**src/rtl/fetch_stage.sv**
```systemverilog
// Instruction-fetch stage: owns the PC, drives the instruction memory address and
// loads the returned word into the IF/ID register, with stall, redirect and fault handling.
module fetch_stage #(
    parameter logic [63:0] RESET_PC   = 64'h0,
    parameter int unsigned IMEM_BYTES = 64,
    parameter logic [31:0] NOP_INSTR  = 32'h00000013
) (
    input  logic        clk,
    input  logic        reset,
    input  logic        stall_i,
    input  logic        redirect_i,
    input  logic [63:0] redirect_pc_i,
    output logic [63:0] imem_adr_o,
    input  logic [31:0] imem_instr_i,
    output logic [63:0] if_id_pc_o,
    output logic [31:0] if_id_instr_o,
    output logic        if_id_valid_o,
    output logic        fault_o,
    output logic        halted_o,
    output logic [31:0] fetch_count_o
);

    // state   | meaning
    // ST_RUN  | fetching; honours redirect, stall and PC legality in that order
    // ST_HALT | fetch fault seen; everything frozen until reset
    typedef enum logic {ST_RUN, ST_HALT} state_t;

    localparam logic [63:0] LAST_PC = 64'(IMEM_BYTES) - 64'd4;

    state_t      state, state_nxt;
    logic [63:0] pc;
    logic        pc_legal, redir_legal;
    logic        do_flush, do_fetch, do_bad_pc, do_fault;

    assign imem_adr_o  = pc;
    assign pc_legal    = (pc[1:0] == 2'b00) && (pc <= LAST_PC);
    assign redir_legal = (redirect_pc_i[1:0] == 2'b00) && (redirect_pc_i <= LAST_PC);

    always_ff @(posedge clk or posedge reset) begin
        if (reset) begin
            state <= ST_RUN;
        end else begin
            state <= state_nxt;
        end
    end

    always_comb begin
        state_nxt = state;
        if (state == ST_RUN) begin
            if (redirect_i) begin
                if (!redir_legal) begin
                    state_nxt = ST_HALT;
                end
            end else if (!stall_i && !pc_legal) begin
                state_nxt = ST_HALT;
            end
        end
    end

    always_comb begin
        halted_o  = (state == ST_HALT);
        do_flush  = (state == ST_RUN) && redirect_i;
        do_fetch  = (state == ST_RUN) && !redirect_i && !stall_i && pc_legal;
        do_bad_pc = (state == ST_RUN) && !redirect_i && !stall_i && !pc_legal;
        do_fault  = do_bad_pc || (do_flush && !redir_legal);
    end

    always_ff @(posedge clk or posedge reset) begin
        if (reset) begin
            pc            <= RESET_PC;
            if_id_pc_o    <= 64'h0;
            if_id_instr_o <= NOP_INSTR;
            if_id_valid_o <= 1'b0;
            fault_o       <= 1'b0;
            fetch_count_o <= 32'h0;
        end else begin
            if (do_flush) begin
                // A redirect keeps if_id_pc_o; only the instruction slot is squashed.
                pc            <= redirect_pc_i;
                if_id_instr_o <= NOP_INSTR;
                if_id_valid_o <= 1'b0;
            end
            if (do_bad_pc) begin
                if_id_instr_o <= NOP_INSTR;
                if_id_valid_o <= 1'b0;
            end
            if (do_fetch) begin
                pc            <= pc + 64'd4;
                if_id_pc_o    <= pc;
                if_id_instr_o <= imem_instr_i;
                if_id_valid_o <= 1'b1;
                if (fetch_count_o != 32'hFFFF_FFFF) begin
                    fetch_count_o <= fetch_count_o + 32'd1;
                end
            end
            if (do_fault) begin
                fault_o <= 1'b1;
            end
        end
    end

endmodule

```
**config.mk**
```make
export PLATFORM = sky130hd
export DESIGN_NAME = fetch_stage
export DESIGN_NICKNAME = d
export VERILOG_FILES = /design/src/rtl/fetch_stage.sv
export SDC_FILE = /design/constraint.sdc
export NUM_CORES = 1
export LEC_CHECK = 0
export BUFFER_PORTS_ARGS = -buffer_cell sky130_fd_sc_hd__buf_2
export CORE_ASPECT_RATIO = 0.75
export CORE_MARGIN = 5
export CORE_UTILIZATION = 46
export DETAILED_ROUTE_END_ITERATION = 8
export HOLD_SLACK_MARGIN = 0.05
export PLACE_DENSITY = 0.76
export SLEW_MARGIN = 25
export SYNTH_ARGS = -nofsm -noshare
export SYNTH_HDL_FRONTEND = slang
export SYNTH_SLANG_ARGS = --single-unit
```
**constraint.sdc**
```tcl
create_clock -name clk -period 17.2 [get_ports clk]
set_input_delay 1.72 -clock clk [delete_from_list [all_inputs] [get_ports clk]]
set_output_delay 1.72 -clock clk [all_outputs]
set_load 0.01 [all_outputs]
```
# == Word level (Yosys, flattened, before mapping) ==
# Index checks and enable logic that the tools add are counted.
# op_classes
addsub,2
mul,0
n_div,0
order_cmp,2
n_eq_ne,1
shifts,0
mux,12
bitwise_logic,1
n_reduce_logical,19
# ops
cell,count
"64-bit by 6-bit <= comparator with 1-bit output, second input constant",2
64-bit 2-to-1 mux,2
32-bit 2-to-1 mux,3
"64-bit by 3-bit adder with 64-bit output, second input constant",1
"32-bit by 1-bit adder with 32-bit output, second input constant",1
"32-bit != test, second input constant",1
1-bit logical AND,9
1-bit 2-to-1 mux,7
1-bit zero test,4
2-bit zero test,2
3-bit nonzero test,1
2-bit AND reduction,1
2-bit nonzero test,1
1-bit logical OR,1
1-bit inverter,1
# word_totals
ff_bits,195
latch_bits,0
ram_bits,0
romBits,0
input_bits,100
out_inout_bits,195
elab_cells,44
mem_count,0

# == Depth between registers and ports, before layout ==
# Gate-level depths: netlist (run 1).
# depth
depth_word,7
mapped_depth,9
mapped_depth_nobuf,6

# == Least setup slack after synthesis (run 1) ==
# OpenSTA, ideal clock, no wires.
# synth_path
path_type,input to register
start,input port redirect_pc_i[37]
end,register state (netlist: halted_o)
setup_time_ns,0.126
t_arrival_ns,3.100
required_time_ns,17.074
slack_ns,13.973
path_stages,5
cell_sequence,or4_1 > nor2_1 > nand3_1 > or4_1 > a221o_1
# synth_between
elab_chain_len,5
# synth_lines
item,line_no,source
start: declaration,12,"input logic [63:0] redirect_pc_i,"
64-bit by 6-bit <= comparator with 1-bit output,37,assign redir_legal = (redirect_pc_i[1:0] == 2'b00) && (redirect_pc_i <= LAST_PC);
1-bit logical AND,37,
1-bit 2-to-1 mux,51,if (!redir_legal) begin
1-bit 2-to-1 mux,50,if (redirect_i) begin
1-bit 2-to-1 mux,49,if (state == ST_RUN) begin
named net state_nxt,30,"state_t state, state_nxt;"
end signal: assignment,43,state <= state_nxt;
end: declaration,30,
# The timed path passes the listed nets, and every way through them passes these cells.
# A chain may end at the register's enable or synchronous reset.

# == Worst setup path in the final report (run 1) ==
# layout_path
start,input port stall_i
end,register fetch_count_o[8]
# layout_between
elab_chain_len,4
# layout_lines
item,line_no,source
start: declaration,10,"input logic stall_i,"
1-bit zero test,63,do_fetch = (state == ST_RUN) && !redirect_i && !stall_i && pc_legal;
1-bit logical AND (2 in series),63,
2-bit AND reduction (no source line),-,
end signal: assignment,93,fetch_count_o <= fetch_count_o + 32'd1;
end: declaration,20,output logic [31:0] fetch_count_o
# Every way passes these cells.

==> impl_metrics.json, run 1 <==
{
  "timing.hold.ws_ps": 481,
  "syn_nets": 793,
  "synthDominantCellAreaShare": 0.631,
  "worst_pin_slew_ps": 897,
  "start_util": 0.473,
  "yosysTopAreaCell": "dfrtp_1",
  "cp_slowest_cell": "nor2_4",
  "portBuffers": 294,
  "area_growth_pct": 29.9,
  "viasPerCell": 5.13,
  "required_ps": 17520,
  "grt_max_degree": 113,
  "status": "finished, final reports clean",
  "yosysSeqAreaShare": 0.641,
  "cp-start-kind": "input pin",
  "fin_skew_ps": 15.8,
  "cts_buffers": 17,
  "grtUsageTotal": 0.220,
  "synth_edf_count": 0,
  "netlist_area_um2": 7620,
  "firstDrtPassIters": 4,
  "min-delay-start": "if_id_pc_o[61]",
  "critPathArrivalTime_ps": 3650,
  "ios": 295,
  "clk_latency_ps": 430,
  "via_count": 6144,
  "crit_chain": "buf_2 -> or3_1 -> nor2_4 -> nand4_1 -> mux2_1",
  "setup_viol": 0,
  "synth_area_leaders": "dfrtp_1, nand2_1, and2_1, a22o_1, nor4_1",
  "synth.avg_cell_area_um2": 11.0,
  "wl_per_cell_um": 17.7,
  "synth_most_common_cell": "nand2_1",
  "synth-seq-cells": 195,
  "rsz0062_at_grt": "false",
  "holdBufCountCts": 0,
  "routed_wirelength_um": 21200,
  "multi_input_area_um2": 2610,
  "cap_violations": 0,
  "die_h_um": 121,
  "ys.warnings.count": 0,
  "hpwl_um": 15300,
  "grt_use_met3": 0.0727,
  "clock.fmax_ghz": 0.300,
  "ys_async_sr_fraction": 1.00,
  "ys_top_cells_by_count": "nand2_1, dfrtp_1, and2_1",
  "max_stage_delay_ps": 750,
  "cts_tree": "done",
  "seq_area_um2": 4880,
  "fp-row-count": 40,
  "ys.flop_type": "dfrtp_1",
  "crit_path_max_fanout": 40,
  "ant_nets": 0,
  "use_met1": 0.324,
  "grt_pass1_wl_um": 32900,
  "h-tree-depth": 4,
  "cts.repair.resized": 0,
  "gp_congestion": 0.867,
  "slew_headroom": 0.400,
  "fin_nets": 1076,
  "hold_viol": 0,
  "finalSetupTns_ps": 0,
  "drt_iter0_drc": 438,
  "worstHoldPathType": "register to register",
  "p_leak_nw": 5.49,
  "fin_crit_ps": 3330,
  "powerDensity_nw_per_um2": 98.7,
  "clockBufferDepth": 2,
  "period_share": 0.194,
  "drv_slew": 0,
  "drcViolationCount": 0,
  "fp.dieW_um": 159,
  "path_clk_slew_ps": 80,
  "grt_overflow": 0,
  "synth.distinct_cells": 35,
  "critPathCaptureType": "register",
  "vdd_drop_max_mv": 0.0683,
  "worstSetupPathType": "input pin to register",
  "grt.busiest_layer": "met1",
  "syn_inst": 691,
  "reg2reg_from": "imem_adr_o[52]",
  "grt_pass1_vias": 5937,
  "nFillCells": 1360,
  "met2_usage": 0.319,
  "postCtsSetupBuffers": 0,
  "core_um2": 16100,
  "drive_gt1_frac": 0.356,
  "die_area_um2": 19300,
  "critPathLaunch": "stall_i",
  "clockRootBuffer": "clkbuf_16",
  "grt_antenna_before_repair": 2,
  "cts_sinks": 195
}
power breakdown:
group	total, mW	switching, mW	leakage, nW	internal (mW)
combinational	0.0819	0.0477	2.60	0.0342
sequential	0.497	0.0180	2.60	0.479
clock	0.397	0.199	0.293	0.199
flip-flops by register name (all words and copies together) (netlist names):
register and flops:
if_id_valid_o 1, imem_adr_o 64, if_id_instr_o 32, fault_o 1
fetch_count_o 32, if_id_pc_o 64, halted_o 1
cells in the final DEF, fill, tap and decap left out, drive strengths merged, types with 4 or more instances in the layout:
cell type	count
a22o	29
and2	64
and3	7
buf	298
clkbuf	17
clkinv	7
dfrtp	192
inv	10
nand2	207
nand3	17
nand4	20
nor2	11
nor3	5
nor4	37
or4	4
xnor2	18
xor2	12
worst max-delay path, delay by kind of cell:
kind          cells  cell delay [ps]
mux               1              340
buf+inv           1              110
simple gates      3             1450
kinds of logic (layout without fill, tap and decap cells):
| kind of cell | after synthesis | count (layout) | share of synthesized area |
|---|---|---|---|
| compound gates | 41 | 41 | 0.0457 |
| xor+xnor | 30 | 30 | 0.0345 |
| fa+ha+maj | 2 | 2 | 0.00329 |
| buf+inv | 37 | 333 | 0.0200 |
| flops | 195 | 195 | 0.641 |
| mux | 2 | 2 | 0.00296 |
| other cells | 0 | 1 | 0 |
| simple gates | 384 | 384 | 0.252 |
layout make-up:
| cell class | instances | share of cell area |
|---|---|---|
| clock inverters | 15 | 0.0187 |
| inverters | 3 | 0.00190 |
| repair buffers | 298 | 0.152 |
| diodes | 1 | 0.000253 |
| well taps | 210 | 0.0266 |
| clock buffers | 17 | 0.0430 |
| multi-input cells | 459 | 0.264 |
| flip-flops and latches | 195 | 0.494 |
final timing paths:
| kind | to | slack, ps | cells past startpoint |
|---|---|---|---|
| worst max-delay path | fetch_count_o[8] | 13870 | 5 |
| worst min-delay path | if_id_pc_o[61] | 480 | 1 |
| worst max register to register | fetch_count_o[8] | 13970 | 6 |
| worst min register to register | if_id_pc_o[61] | 480 | 1 |
| max in group asynchronous | if_id_pc_o[11] | 14540 | 3 |
| min in group asynchronous | if_id_pc_o[46] | 1430 | 2 |
through the flow:
stage                     power [mW]  cells  cell area (um^2)   util  setup slack [ps]
after CTS                      0.987   1197              9880  0.613             13880
after global routing            1.02   1197              9890  0.614             13750
final                          0.977   1198              9890  0.614             13870
after detailed placement       0.589   1165              9270  0.575             13420
after floorplan                0.540    691              7620      -             10170
after global placement         0.587   1165              9270  0.575             13490
layer usage:
layer / up-vias / share of wire
met5: - / 0.00089
met4: 4 / 0.0098
met3: 17 / 0.089
met2: 253 / 0.45
met1: 2971 / 0.45
li1: 2899 / -
Note: power is estimated with default switching activity, not from simulation.
==> inputs of run 2 (changes only) <==
--- a/config.mk
+++ b/config.mk
@@ -5,13 +5,14 @@
 export SDC_FILE = /design/constraint.sdc
 export NUM_CORES = 1
 export LEC_CHECK = 0
+export ABC_AREA = 1
 export BUFFER_PORTS_ARGS = -buffer_cell sky130_fd_sc_hd__buf_2
 export CORE_ASPECT_RATIO = 0.75
 export CORE_MARGIN = 5
 export CORE_UTILIZATION = 46
 export DETAILED_ROUTE_END_ITERATION = 8
 export HOLD_SLACK_MARGIN = 0.05
-export PLACE_DENSITY = 0.76
+export PLACE_DENSITY = 0.74
 export SLEW_MARGIN = 25
 export SYNTH_ARGS = -nofsm -noshare
 export SYNTH_HDL_FRONTEND = slang
==> constraint.sdc (replaced) <==
create_clock -name clk -period 3.13 [get_ports clk]
set_input_delay 0.313 -clock clk [delete_from_list [all_inputs] [get_ports clk]]
set_output_delay 0.313 -clock clk [all_outputs]
set_load 0.01 [all_outputs]
==> run 2 against run 1 <==
Against the previous run:
- global-route usage grew 0.18 points
- wire length is 18% higher
- sequential share of layout area shrank 6.0 points
- clock-buffer cell count unchanged
- core utilization decreased by 2.9 points
- non-clock buffer count up 9
- first-iteration DRC count increased by 40%
- cell area increased by 14%
- final cell count up 36%
- register-to-register slack got worse by 13000 ps
- sequential power increased to 5.4 times the previous value
- setup slack got worse by 13000 ps
- highest routed layer unchanged
==> impl_metrics.json, run 2 <==
{
  "reg2reg_from": "fetch_count_o[0]",
  "start_util": 0.465,
  "ant_nets": 0,
  "ys_top_cells_by_count": "nand2_1, dfrtp_1, inv_1",
  "required_ps": 3440,
  "muxShareOfSynthArea": 0,
  "fp.dieW_um": 171,
  "grt_antenna_before_repair": 3,
  "critPathArrivalTime_ps": 2350,
  "worst_pin_slew_ps": 812,
  "cts_sinks": 195,
  "status": "finished, final reports clean",
  "fin_skew_ps": 15.2,
  "max_stage_delay_ps": 460,
  "whs_path_depth": 3,
  "drv_slew": 0,
  "setup_viol": 0,
  "synthDominantCellAreaShare": 0.536,
  "wl_per_cell_um": 15.4,
  "min-delay-start": "imem_instr_i[31]",
  "cts.repair.resized": 0,
  "synth_fa_ha_area_frac": 0.00279,
  "h-tree-depth": 4,
  "syn_inst": 1079,
  "synth_edf_count": 0,
  "worstReg2RegEnd": "fetch_count_o[17]",
  "synth_xor_xnor_area_share": 0.0166,
  "synth.avg_cell_area_um2": 8.30,
  "grt_overflow": 0,
  "worstHoldPathType": "input pin to register",
  "via_count": 7835,
  "grtUsageTotal": 0.221,
  "area_growth_pct": 25.7,
  "gp_congestion": 0.906,
  "most-common-layout-cells": "nand2_1, buf_2, dfrtp_1",
  "r2r_slack_ps": 1090,
  "grt_max_degree": 111,
  "critPathCaptureType": "register",
  "die_h_um": 131,
  "drt_iter0_drc": 615,
  "clk_latency_ps": 430,
  "vdd_drop_max_mv": 0.294,
  "crit_chain": "ha_1 -> inv_1 -> nor2_4 -> nand2_2 -> nor2_4 -> nand2_4 -> nand4_4 -> nand2_1 -> nand2_1",
  "rsz0062_at_grt": "false",
  "finalSetupTns_ps": 0,
  "viasPerCell": 4.80,
  "synth_simple_gate_area_frac": 0.287,
  "synth_top_family_by_area": "simple AND/OR/NAND/NOR gates",
  "powerDensity_nw_per_um2": 480,
  "cts_tree": "done",
  "ys.warnings.count": 0,
  "ios": 295,
  "final_util": 0.585,
  "hold_viol": 0,
  "p_leak_nw": 6.60,
  "routed_wirelength_um": 25100,
  "core_um2": 19300,
  "cap_violations": 0,
  "yosysSeqAreaShare": 0.545,
  "cp_slowest_cell": "dfrtp_1",
  "fin_nets": 1466,
  "ys_async_sr_fraction": 1.00,
  "period_share": 0.652,
  "cp-start-kind": "register",
  "ys.flop_type": "dfrtp_1",
  "grt_pass1_vias": 7509,
  "drive_gt1_frac": 0.282,
  "path_clk_slew_ps": 90,
  "reg2reg_depth": 9,
  "fin_crit_ps": 2040,
  "synth_area_leaders": "dfrtp_1, nand2_1, inv_1, nor2_1, o21ai_0",
  "clockRootBuffer": "clkbuf_16",
  "cts_buffers": 17,
  "die_area_um2": 22400,
  "syn_nets": 1181,
  "fp-row-count": 44,
  "netlist_area_um2": 8960,
  "crit_path_max_fanout": 32,
  "synth.distinct_cells": 32,
  "synth-seq-cells": 195,
  "portBuffers": 294,
  "drcViolationCount": 0,
  "synth_compound_area_frac": 0.0504,
  "hold_end": "if_id_instr_o[31]",
  "mostFrequentLayoutCell": "nand2_1",
  "yosysTopAreaCell": "dfrtp_1",
  "slew_headroom": 0.459,
  "worstSetupPathType": "register to register",
  "synth_most_common_cell": "nand2_1",
  "grt_pass1_wl_um": 39100,
  "clock.fmax_ghz": 0.490,
  "clockBufferDepth": 2,
  "hpwl_um": 18400,
  "firstDrtPassIters": 5
}
==> run 2: timing repair <==
item                                    CTS  global route
hold buffers                              1             0
endpoints found under the setup margin    0             0
hold endpoints to repair                 17             0
setup buffers                             0             0
==> run 2: through the flow <==
stage / cells / hold WS [ps] / setup slack (ps) / power (mW) / instance area (um^2)
6_report: 1632 / 84.5 / 1090 / 5.41 / 11300
4_1_cts: 1630 / 66.9 / 1020 / 5.45 / 11300
2_1_floorplan: 1079 / 430 / 301 / 2.96 / 8960
3_3_place_gp: 1597 / 386 / 1070 / 3.21 / 10600
5_1_grt: 1632 / 73.2 / 925 / 5.63 / 11300
3_5_place_dp: 1597 / 389 / 1030 / 3.22 / 10600
==> run 2: cells by family (layout without fill, tap and decap cells) <==
kind of cell,after synthesis,after routing
AND/OR/NAND/NOR,571,571
buffers and inverters,205,503
flip-flops,195,195
AO/OA/AOI/OAI,89,89
XOR/XNOR,17,17
adder cells (fa/ha/maj),2,2
other,0,2
==> run 2: how the worst max path moves through the flow <==
| stage | depth (start not counted) | from | slack [ps] | end |
|---|---|---|---|---|
| final | 9 | fetch_count_o[0] | 1090 | fetch_count_o[17] |
| after global routing | 9 | fetch_count_o[0] | 920 | fetch_count_o[11] |
| after CTS | 9 | imem_adr_o[8] | 1020 | imem_adr_o[54] |
| after detailed placement | 8 | imem_adr_o[8] | 1030 | if_id_valid_o |
| after global placement | 10 | imem_adr_o[8] | 1070 | imem_adr_o[5] |
| after floorplan | 1 | reset | 300 | fault_o |
==> run 2: routing by layer <==
layer,global-route usage,share of wire,up-vias,wire (um)
met5,0,0.00028,-,7
met1,0.296,0.42,3662,10600
li1,-,-,3874,-
met2,0.349,0.47,271,11800
met3,0.0797,0.095,26,2370
met4,0.0536,0.014,2,349
==> run 2: critical path, delay by kind of cell, from the launching register on <==
family	cells	cell delay, ps
DFF	1	460
buffers and inverters	1	120
adders and majority gates	1	270
and+or+nand+nor	7	1070
==> run 2: final cells by class <==
type,count,area (um^2)
multi-input combinational,679,3200
tap,253,317
sequential,195,4880
clock buffer,17,425
clock inverter,15,203
antenna,2,5.00
timing repair buffer,307,1610
inverter,164,619
fill,1746,8000
==> run 2: power breakdown <==
group	total [mW]	leakage (nW)	switching (mW)	internal (mW)
clock	2.24	0.301	1.14	1.10
combinational	0.465	3.70	0.275	0.190
sequential	2.70	2.60	0.0815	2.62
total	5.41	6.60	1.49	3.91
==> inputs of run 3 (changes only) <==
--- a/config.mk
+++ b/config.mk
@@ -12,7 +12,7 @@
 export CORE_UTILIZATION = 46
 export DETAILED_ROUTE_END_ITERATION = 8
 export HOLD_SLACK_MARGIN = 0.05
-export PLACE_DENSITY = 0.74
+export PLACE_DENSITY = 0.77
 export SLEW_MARGIN = 25
 export SYNTH_ARGS = -nofsm -noshare
 export SYNTH_HDL_FRONTEND = slang
==> constraint.sdc (replaced) <==
create_clock -name clk -period 1.8 [get_ports clk]
set_input_delay 0.18 -clock clk [delete_from_list [all_inputs] [get_ports clk]]
set_output_delay 0.18 -clock clk [all_outputs]
set_load 0.01 [all_outputs]
==> run 3 against run 2 <==
Against the previous run:
- the flow now finishes with violations (setup timing)
- core utilization increased by 8.2 points
- clock power increased by 74%
- setup slack got worse by 1100 ps
- via count increased by 15%
- final cell count increased by 8.9%
- fmax increased by 10%
- register-to-register slack got worse by 1100 ps
- sequential share of layout area decreased by 5.3 points
- clock-buffer cell count unchanged
==> impl_metrics.json, run 3 (same netlist as run 2, synthesis figures left out) <==
{
  "h-tree-depth": 4,
  "crit_path_max_fanout": 12,
  "routed_wirelength_um": 30400,
  "drt_iter0_drc": 645,
  "final_cells": 1777,
  "period_share": 1.03,
  "critPathCaptureType": "register",
  "setup_viol": 32,
  "fin_nets": 1612,
  "clk_latency_ps": 440,
  "whs_path_depth": 5,
  "hold_viol": 0,
  "fin_skew_ps": 19.5,
  "hpwl_um": 19100,
  "reg2reg_depth": 10,
  "firstDrtPassIters": 6,
  "portBuffers": 294,
  "cts_tree": "done",
  "fp.dieW_um": 171,
  "die_area_um2": 22400,
  "path_clk_slew_ps": 90,
  "worst_pin_slew_ps": 540,
  "worstSetupPathType": "register to register",
  "required_ps": 2120,
  "grt_antenna_before_repair": 1,
  "grt_overflow": 0,
  "most-common-layout-cells": "nand2_1, buf_2, dfrtp_1",
  "clockBufferDepth": 2,
  "critPathArrivalTime_ps": 2170,
  "dp_slack_ps": 41.4,
  "fin_crit_ps": 1850,
  "vdd_drop_max_mv": 0.605,
  "status": "finished with violations",
  "core_um2": 19300,
  "viasPerCell": 5.07,
  "cp_num_buf_inv": 2,
  "powerDensity_nw_per_um2": 752,
  "worstHoldPathType": "input pin to register",
  "die_h_um": 131,
  "start_util": 0.465,
  "rsz0062_at_grt": "true",
  "area_growth_pct": 43.3,
  "reg2reg_from": "imem_adr_o[30]",
  "via_count": 9007,
  "fp-row-count": 44,
  "clockRootBuffer": "clkbuf_16",
  "nFillCells": 1452,
  "multi_input_area_um2": 3220,
  "grt_pass1_vias": 8674,
  "wl_per_cell_um": 17.1,
  "drcViolationCount": 0,
  "clock.fmax_ghz": 0.541,
  "ant_nets": 0,
  "seq_area_um2": 4880,
  "p_leak_nw": 7.36,
  "post-place-cells": 1624,
  "grt_max_degree": 115,
  "min-delay-start": "redirect_pc_i[2]",
  "ios": 295,
  "crit_family": "simple AND/OR/NAND/NOR gates",
  "hold_end": "imem_adr_o[2]",
  "grt_pass1_wl_um": 44300,
  "max_stage_delay_ps": 420,
  "gp_congestion": 0.884,
  "layout_setup_ws_ps": -49.6,
  "grtUsageTotal": 0.252,
  "cts_sinks": 195,
  "crit_chain": "nor2_1 -> nand2_1 -> nor2_1 -> nand2_1 -> nor2_4 -> nand3_4 -> buf_12 -> clkbuf_16 -> nand3_1 -> nand2_1",
  "power_mw": 9.66,
  "cp-start-kind": "register",
  "cp_common_cell": "nand2_1",
  "r2r_slack_ps": -50,
  "drive_gt1_frac": 0.295,
  "worstReg2RegEnd": "imem_adr_o[48]",
  "cap_violations": 0,
  "cp_slowest_cell": "dfrtp_1",
  "mostFrequentLayoutCell": "nand2_1",
  "cts_buffers": 17,
  "drv_slew": 0,
  "violations": "setup timing",
  "slew_headroom": 0.637
}
## run 3: cell type report
| cell class | instances | area share |
|---|---|---|
| Timing Repair Buffer | 452 | 0.247 |
| Multi-Input combinational cell | 680 | 0.251 |
| Inverter | 164 | 0.0492 |
| Sequential cell | 195 | 0.380 |
| Antenna cell | 2 | 0.000390 |
| Clock inverter | 14 | 0.0141 |
| Clock buffer | 17 | 0.0331 |
| Tap cell | 253 | 0.0247 |
## run 3: repair_timing
| action | in CTS | in global routing |
|---|---|---|
| endpoints found under the hold margin | 97 | 0 |
| setup buffers | 0 | 19 |
| gates resized for setup | 0 | 22 |
| hold buffers | 90 | 0 |
| setup endpoints to repair | 0 | 113 |
## run 3: power by group
group          total, mW  internal (mW)  switching, mW
clock               3.89           2.00           1.89
sequential          4.71           4.55          0.151
combinational       1.06          0.500          0.561
## run 3: per-layer routing
metal	track usage	vias to the layer above	share of wire	wire, um
met5	0	-	0	0
met4	0.122	0	0.050	1530
met1	0.318	4180	0.39	11800
li1	-	4169	-	-
met2	0.388	526	0.45	13700
met3	0.0920	132	0.11	3430
## run 3: worst min-delay path, cell delays in order
cell and delay [ps]:
buf_2 70, nand2_1 40, nand2_1 60, nand2_1 50, o21ai_1 60
## run 3: per-stage QoR
step	cell area, um^2	util	hold slack (ps)	TNS (ps)
floorplan	8960	-	297	-172800
global placement	10900	0.565	205	0
detailed placement	10900	0.565	204	0
CTS	12400	0.644	50.1	0
global route	12800	0.666	62.4	-8740
finish	12800	0.666	70.7	-393
## run 3: worst max path at each step
| stage | start | endpoint | slack, ps | depth (start not counted) |
|---|---|---|---|---|
| floorplan | reset | fault_o | -900 | 1 |
| global placement | imem_adr_o[53] | fetch_count_o[19] | 70 | 10 |
| detailed placement | imem_adr_o[44] | if_id_instr_o[28] | 40 | 10 |
| CTS | imem_adr_o[46] | fetch_count_o[24] | 10 | 10 |
| global route | imem_adr_o[28] | imem_adr_o[52] | -120 | 10 |
| finish | imem_adr_o[30] | imem_adr_o[48] | -50 | 10 |
